==> config.mk <==
export PLATFORM = sky130hd
export DESIGN_NAME = cdb_arbiter
export DESIGN_NICKNAME = d
export VERILOG_FILES = /design/src/rtl/cpu_pkg.sv /design/src/rtl/rr_pick.sv /design/src/rtl/cdb_arbiter.sv
export SDC_FILE = /design/constraint.sdc
export NUM_CORES = 1
export LEC_CHECK = 0
export BUFFER_PORTS_ARGS = -buffer_cell sky130_fd_sc_hd__buf_2
export CORE_ASPECT_RATIO = 1.25
export CORE_UTILIZATION = 49
export DETAILED_ROUTE_END_ITERATION = 8
export PLACE_DENSITY = 0.85
export SYNTH_ARGS = -nofsm -noshare
export SYNTH_HDL_FRONTEND = slang
export SYNTH_SLANG_ARGS = --single-unit
==> constraint.sdc <==
create_clock -name clock -period 10.8 [get_ports clock]
set_clock_uncertainty 0.15 [all_clocks]
set_input_delay 1.08 -clock clock [delete_from_list [all_inputs] [get_ports clock]]
set_output_delay 1.08 -clock clock [all_outputs]
set_load 0.05 [all_outputs]
==> src/rtl/cpu_pkg.sv <==
// Shared CPU-wide widths and requester indices for the result bus.
package cpu_pkg;

   localparam int ROB_W  = 3;
   localparam int DATA_W = 32;

   localparam int REQ_ADD  = 0;
   localparam int REQ_LOAD = 1;
   localparam int REQ_BNE  = 2;

   typedef logic [1:0] req_idx_t;

endpackage

==> src/rtl/rr_pick.sv <==
// Combinational round-robin selector: first set request at or after ptr wins.
module rr_pick #(
   parameter int N  = 3,
   parameter int IW = 2
) (
   input  logic [N-1:0]  req,
   input  logic [IW-1:0] ptr,
   output logic [N-1:0]  grant,
   output logic [IW-1:0] idx,
   output logic          any
);

   function automatic logic [IW-1:0] wrap(input logic [IW-1:0] p, input int off);
      int s;
      s = int'(p) + off;
      if (s >= N) s = s - N;
      return IW'(s);
   endfunction

   // Scan from the farthest offset back to ptr so the nearest hit is the one left standing.
   always_comb begin
      grant = '0;
      idx   = '0;
      any   = 1'b0;
      for (int off = N - 1; off >= 0; off--) begin
         if (req[wrap(ptr, off)]) begin
            grant              = '0;
            grant[wrap(ptr, off)] = 1'b1;
            idx                = wrap(ptr, off);
            any                = 1'b1;
         end
      end
   end

endmodule

==> src/rtl/cdb_arbiter.sv <==
// Common data bus arbiter: one holding buffer per producer, round-robin
// broadcast of one buffered result per cycle, flush discards in-flight results.
module cdb_arbiter import cpu_pkg::*; #(
   parameter int NUM_REQ = 3,
   parameter int ROB_W   = cpu_pkg::ROB_W,
   parameter int DATA_W  = cpu_pkg::DATA_W,
   parameter int CNT_W   = 16
) (
   input  logic                      clock,
   input  logic                      reset,
   input  logic                      flush,
   input  logic [NUM_REQ-1:0]        req_valid,
   input  logic [NUM_REQ*ROB_W-1:0]  req_rob,
   input  logic [NUM_REQ*DATA_W-1:0] req_data,
   output logic [NUM_REQ-1:0]        req_ready,
   output logic                      iscast_out,
   output logic [ROB_W-1:0]          robNum_out,
   output logic [DATA_W-1:0]         data_out,
   output logic [1:0]                grant_id,
   output logic [CNT_W-1:0]          contention_count
);

   logic [NUM_REQ-1:0] buf_full;
   logic [ROB_W-1:0]   buf_rob  [NUM_REQ];
   logic [DATA_W-1:0]  buf_data [NUM_REQ];
   req_idx_t           rr_ptr;

   logic [NUM_REQ-1:0] grant;
   req_idx_t           win_idx;
   logic               win_any;
   req_idx_t           next_ptr;
   logic               contended;

   rr_pick #(.N(NUM_REQ), .IW(2)) u_pick (
      .req   (buf_full),
      .ptr   (rr_ptr),
      .grant (grant),
      .idx   (win_idx),
      .any   (win_any)
   );

   // A buffer can take a new result if empty or draining this cycle; never during flush/reset.
   always_comb begin
      req_ready = (~buf_full | grant) & {NUM_REQ{~flush & ~reset}};
      next_ptr  = (int'(win_idx) == NUM_REQ - 1) ? '0 : win_idx + 2'd1;
      contended = ($countones(buf_full) >= 2);
   end

   // Buffers, broadcast registers, pointer and contention counter.
   always_ff @(posedge clock) begin
      if (reset) begin
         buf_full         <= '0;
         rr_ptr           <= '0;
         iscast_out       <= 1'b0;
         robNum_out       <= '0;
         data_out         <= '0;
         grant_id         <= '0;
         contention_count <= '0;
      end else if (flush) begin
         buf_full   <= '0;
         iscast_out <= 1'b0;
      end else begin
         for (int i = 0; i < NUM_REQ; i++) begin
            if (req_valid[i] && req_ready[i]) begin
               buf_full[i] <= 1'b1;
               buf_rob[i]  <= req_rob[i*ROB_W +: ROB_W];
               buf_data[i] <= req_data[i*DATA_W +: DATA_W];
            end else if (grant[i]) begin
               buf_full[i] <= 1'b0;
            end
         end
         if (win_any) begin
            iscast_out <= 1'b1;
            robNum_out <= buf_rob[win_idx];
            data_out   <= buf_data[win_idx];
            grant_id   <= win_idx;
            rr_ptr     <= next_ptr;
         end else begin
            iscast_out <= 1'b0;
         end
         if (contended && (contention_count != '1))
            contention_count <= contention_count + 1'b1;
      end
   end

endmodule

# Word level (Yosys, flattened, before mapping)
# Memory sizes are Yosys's and may differ from the RTL's. A register that Yosys moved wholly into a read port is not among the register bits.
# Cells that the tools add are included.
# Widths: inputs -> output; s select.
[totals] regBits=24 latchBits=0 ramBits=105 rom_bits=0 inputBits=111 out_inout_bits=57 elab_cells=99 n_memories=2
[mem_list] name="buf_data" words=3 word_bits=32 read_ports=1 rd_clocked_by_memory_dff=1 write_ports=3 line="cdb_arbiter.sv:25" text="logic [DATA_W-1:0] buf_data [NUM_REQ];"
[mem_list] name="buf_rob" words=3 word_bits=3 read_ports=1 rd_clocked_by_memory_dff=1 write_ports=3 line="cdb_arbiter.sv:24" text="logic [ROB_W-1:0] buf_rob [NUM_REQ];"
[classes] addsub=9 n_mul=0 n_div=0 order_cmp=13 n_eq_ne=2 shifts=0 mux=47 n_bitwise=6 n_reduce_logical=13
[ops] operator="$mux 1" n=28
[ops] operator="$mux 2" n=10
[ops] operator="$lt 2x3->1 const B" n=6
[ops] operator="$add 16x1->16 const B" n=1
[ops] operator="$ne 16x16->1 const B" n=1
[ops] operator="$ge 3x2->1 const B" n=3
[ops] operator="$mux 3" n=3
[ops] operator="$logic_and 1x1->1" n=7
[ops] operator="$bmux 1 s2" n=3
[ops] operator="$demux 1 s2" n=3
[ops] operator="$ge 2x1->1 const B" n=3
[ops] operator="$reduce_bool 2->1" n=3
[ops] operator="$reduce_and 2->1" n=2
[ops] operator="$sub 2x1->2 const B" n=2
[ops] operator="$add 2x1->3" n=1
[ops] operator="$add 2x1->3 const B" n=1
[ops] operator="$add 2x2->3 const B" n=1
[ops] operator="$and 3x3->3" n=1
[ops] operator="$not 3->3" n=1
[ops] operator="$or 3x3->3" n=1
[ops] operator="$add 1x1->2" n=1
[ops] operator="$add 2x1->2 const B" n=1
[ops] operator="$eq 2x2->1 const B" n=1
[ops] operator="$ge 2x2->1 const B" n=1
[ops] operator="other kinds (4)" n=5

# Depth between registers and ports, before layout
[depth] word_depth=20 depth_mapped=10 mapped_depth_nobuf=7

# By module
# A second synthesis with hierarchy kept.
[hier_totals] hier_cells=548 area_unflattened_um2=6596.3
[by_module_without_submodules] module="cdb_arbiter" instances=1 cells_per_inst=496 area_per_inst_um2=6195.9 seq_area_each_um2=4334.2
[by_module_without_submodules] module="rr_pick" instances=1 cells_per_inst=52 area_per_inst_um2=400.4 seq_area_each_um2=0.0

# Worst setup path after synthesis
# Ideal clock, no wire load.
[synth_path] kind="reg-to-reg" from="register rr_ptr[0]" to="memory buf_data[2][0] (enable)" setup_ns=0.481 arrival_time_ns=4.220 t_required_ns=10.169 slack_ns=5.949 stages_incl_launch_ff=9 n_path_buf=1 period_less_slack_ns=4.851 path_cell_list="dfxtp_1 inv_1 ha_1 buf_4 mux2i_1 mux2_4 mux2_2 o21ai_0 a21boi_0"
[synth_lines] item="start, declared" line="cdb_arbiter.sv:26" text="req_idx_t rr_ptr;"
[synth_lines] item="start signal, assigned" line="cdb_arbiter.sv:77" text="rr_ptr <= next_ptr;"
[synth_lines] item="end, declared" line="cdb_arbiter.sv:25"

# Final worst setup path
[layout_path] from="register rr_ptr[0]" to="output port req_ready[2]"
[layout_via] elab_chain_len=13
[layout_rtl] item="$add 2x2->3" line="rr_pick.sv:15" text="s = int'(p) + off;"
[layout_rtl] item="$ge 3x2->1 or $sub 2x1->2 (tied branches)" line="rr_pick.sv:16" text="if (s >= N) s = s - N;"
[layout_rtl] item="$mux 2" line="rr_pick.sv:16"
[layout_rtl] item="$mux 2" line="rr_pick.sv:26" text="if (req[wrap(ptr, off)]) begin"
[layout_rtl] item="$lt 2x3->1 (implied by the code) or $ge 2x1->1 (tied branches)" line="rr_pick.sv:28" text="grant[wrap(ptr, off)] = 1'b1;"
[layout_rtl] item="$logic_and 1x1->1 (implied by the code)" line="rr_pick.sv:28"
[layout_rtl] item="$mux 1 (implied by the code)" line="rr_pick.sv:28"
[layout_rtl] item="$demux 1 s2"
[layout_rtl] item="$mux 3 (2 in series)" line="rr_pick.sv:26"
[layout_rtl] item="$mux 3 *" line="rr_pick.sv:26"
[layout_rtl] item="$or 3x3->3 *" line="cdb_arbiter.sv:44" text="req_ready = (~buf_full | grant) & {NUM_REQ{~flush & ~reset}};"
[layout_rtl] item="$and 3x3->3 *" line="cdb_arbiter.sv:44"
[layout_rtl] item="end, declared" line="cdb_arbiter.sv:15" text="output logic [NUM_REQ-1:0] req_ready,"
# Every way passes the cells marked *; elsewhere a longest branch is shown, timed or not. The select of a mux whose other input is x is not followed.

==> summary.md <==
| Metric | Value |
|---|---|
| Setup repair after global routing missed its margin | no |
| Crit Path Max Fanout | 11 |
| Global Route Usage Sum | 0.220 |
| Layout cells sized above 1 | 0.345 |
| Area of the multi-input gates | 2130 sq um |
| Post-synthesis sequential area ratio | 0.645 |
| Final Cell Area | 8250 sq um |
| Most frequent cells in the layout | buf_2, edfxtp_1, dfxtp_1 |
| Kind of critical path | reg -> out |
| Most common cell after layout, fill and taps aside | buf_2 |
| CP Capture Type | output port |
| Area Growth Syn to Fin | 22.8% |
| Met2 Usage GRT | 0.395 |
| Worst setup margin | 6.56 ns |
| Buf/Inv on CP | 2 |
| Cell Chain, Critical Path | inv_1 -> ha_1 -> nand2b_1 -> mux2_4 -> mux2_2 -> o21ai_0 -> a21oi_1 -> buf_2 |
| Final setup violation count | 0 |
| Max-Cap Viols | 0 |
| Vias | 4,702 |
| Die ar. | 14,200 sq um |
| CTS root buffer | clkbuf_16 |
| Syn_area_per_cell | 13.6 sq um |
| HPWL after detailed placement | 9930 um |
| Reg-to-Reg Start | rr_ptr[0] |
| GRT busiest layer | met2 |
| DP Area | 7590 sq um |
| Final hold violations | 0 |
| FP Rows | 47 |
| Worst Path Arrival | 3.01 ns |
| DP Worst Slack | 7.03 ns |
| Non-Filler Instances | 841 |
| Worst setup SP type | flip-flop |
| Clock transition at path regs | 0.07 ns |
| RR Endpoint | data_out[19] |
| Hold Crit Start | grant_id[1] |
| Initial detailed-routing violation count | 318 |
| Worst Tran Pin Value | 1.11 ns |
| P_leak | 3.18 nW |
| WHS Path Cells | 2 |
| CTS tree | done |
| Vias in the first global route | 4,898 |
| Final slew viol count | 0 |
| Input/output buffers | 167 |
| Chip Height | 133 um |
| Worst Hold End | grant_id[1] |
| Fmax | 0.236 GHz |
| Fillcell total | 1,009 |
| Setup TNS | 0 ns |
| Ys Warns | 0 |
| Worst slew margin | 0.258 |
| Syn_nets | 610 |
| Distinct cells, synth | 57 |
| Worst path slowest cell | o21ai_0 |
| Initial Util | 0.505 |
| Final cycle utilization of the critical path | 0.393 |
| CTS Buf Count | 17 |
| Worst VDD drop | 0.000151 V |
| CTS HTree Levels | 4 |
| Post-Route WL | 15,200 um |
| Ys async rst share | 0 |
| Largest net degree at the start of global routing | 63 |
| Register area | 4330 sq um |
| GR Util met3 | 0.0690 |
| DRT Pass-1 Iters | 5 |
| Status | finished, final reports clean |
| Placed insts | 805 |
| Setup Fix Bufs, Post-CTS | 0 |
| Critical path's largest stage delay | 0.44 ns |
| R2R cell count | 9 |
| Top_reg_cell synth | edfxtp_1 |
| Finished Core Util | 0.620 |
| Worst-case clock buffer depth | 2 |
| CP Depth | 8 |
| Reg-to-reg setup timing slack | 7.32 ns |
| Number of enable flip-flop cells after synthesis | 105 |
| Final #Nets | 770 |
| Total grt overflow | 0 |
| # DRC | 0 |
| Crit path max-delay family | multiplexers |
| Core Area | 13,300 sq um |
| Post-Syn Area | 6720 sq um |
| Sink Count | 164 |
| I/O Pins | 168 |
| Met1 usage in global routing | 0.235 |
| Number of synthesized register bits | 164 |
| Worst min path class | reg -> reg |
| Initial antenna violation count | 4 |
| Crit path time final | 4.24 ns |
| Post-Syn Instances | 493 |
| CTS resizes | 0 |
| Clock latency on the worst-skew pair | 0.42 ns |
| Post-route antenna net violation count | 0 |
| Drt via density | 5.59 |
| DIE WIDTH | 107 um |
| Pwr dens | 188 nW/um^2 |
| Routed WL per cell | 18.1 um |
| GPL Wtd Cong | 0.798 |
| Hold buffers post-CTS | 0 |
| Critical path data required time | 9.57 ns |
| Global-route wire length before repair | 23,900 um |
==> worst max path at each step <==
stage	startpoint	end
2_1_floorplan	rr_ptr[0]	buf_data[2][0]
3_3_place_gp	rr_ptr[0]	req_ready[2]
3_5_place_dp	rr_ptr[0]	req_ready[2]
4_1_cts	rr_ptr[0]	req_ready[2]
5_1_grt	rr_ptr[0]	req_ready[2]
6_report	rr_ptr[0]	req_ready[2]
==> kinds of logic (layout without fill, tap and decap cells) <==
| kind of cell | after synthesis | after routing | synth area share |
|---|---|---|---|
| flops | 164 | 164 | 0.645 |
| simple gates | 131 | 131 | 0.107 |
| compound gates | 101 | 101 | 0.121 |
| buf+inv | 41 | 214 | 0.0404 |
| mux | 36 | 36 | 0.0565 |
| xor+xnor | 14 | 14 | 0.0183 |
| fa+ha+maj | 6 | 6 | 0.0112 |
| other cells | 0 | 4 | 0 |
==> flip-flops by register name, summed over array words and instances (netlist names) <==
name              flops
buf_data             96
buf_full              3
buf_rob               9
contention_count     16
data_out             32
grant_id              2
iscast_out            1
robNum_out            3
rr_ptr                2
==> per-stage QoR <==
step | power [W] | hold slack (ns)
6_report | 0.00155 | 0.328
5_1_grt | 0.00159 | 0.353
4_1_cts | 0.00156 | 0.324
3_5_place_dp | 0.000910 | 0.315
3_3_place_gp | 0.000904 | 0.309
2_1_floorplan | 0.000857 | 0.315
==> power breakdown <==
part           switching, W  internal (W)
Clock              0.000257      0.000394
Sequential        0.0000142      0.000697
Combinational      0.000130     0.0000574
Total              0.000401       0.00115
==> worst reg2reg max path, cell delays in order, from the launching register on <==
cell      delay (ns)
dfxtp_1         0.38
inv_1           0.08
ha_1            0.42
nand2b_1        0.22
mux2_4          0.35
a31oi_4         0.66
buf_4           0.38
and2_1          0.16
buf_4           0.38
a211oi_1        0.16
==> final cells by class <==
class / count / area share
antenna: 4 / 0.00121
clock buffer: 17 / 0.0516
clock inverter: 15 / 0.0263
inverter: 10 / 0.00455
multi-input combinational: 288 / 0.259
sequential: 164 / 0.526
tap: 171 / 0.0259
timing repair buffer: 172 / 0.106
==> synthesized netlist by cell type (6+ instances only) <==
master / count / area share
clkbuf_1: 11 / 0.0061
nand3_1: 11 / 0.0082
buf_2: 7 / 0.0052
nor2_1: 23 / 0.013
a211oi_2: 9 / 0.017
a21oi_1: 12 / 0.0089
ha_1: 6 / 0.011
nand2_1: 15 / 0.0084
xor2_1: 9 / 0.012
a211oi_1: 24 / 0.027
dfxtp_1: 59 / 0.18
nand4_1: 9 / 0.0084
inv_1: 10 / 0.0056
nor2b_1: 6 / 0.0056
buf_6: 6 / 0.010
nor3_1: 35 / 0.026
edfxtp_1: 105 / 0.47
o21bai_1: 32 / 0.036
mux2i_1: 33 / 0.049
==> layer usage <==
| layer | vias up | share of wire |
|---|---|---|
| li1 | 2193 | - |
| met1 | 2269 | 0.38 |
| met2 | 204 | 0.52 |
| met3 | 34 | 0.069 |
| met4 | 2 | 0.025 |
| met5 | - | 0.00066 |
(Power assumes the default switching activity.)
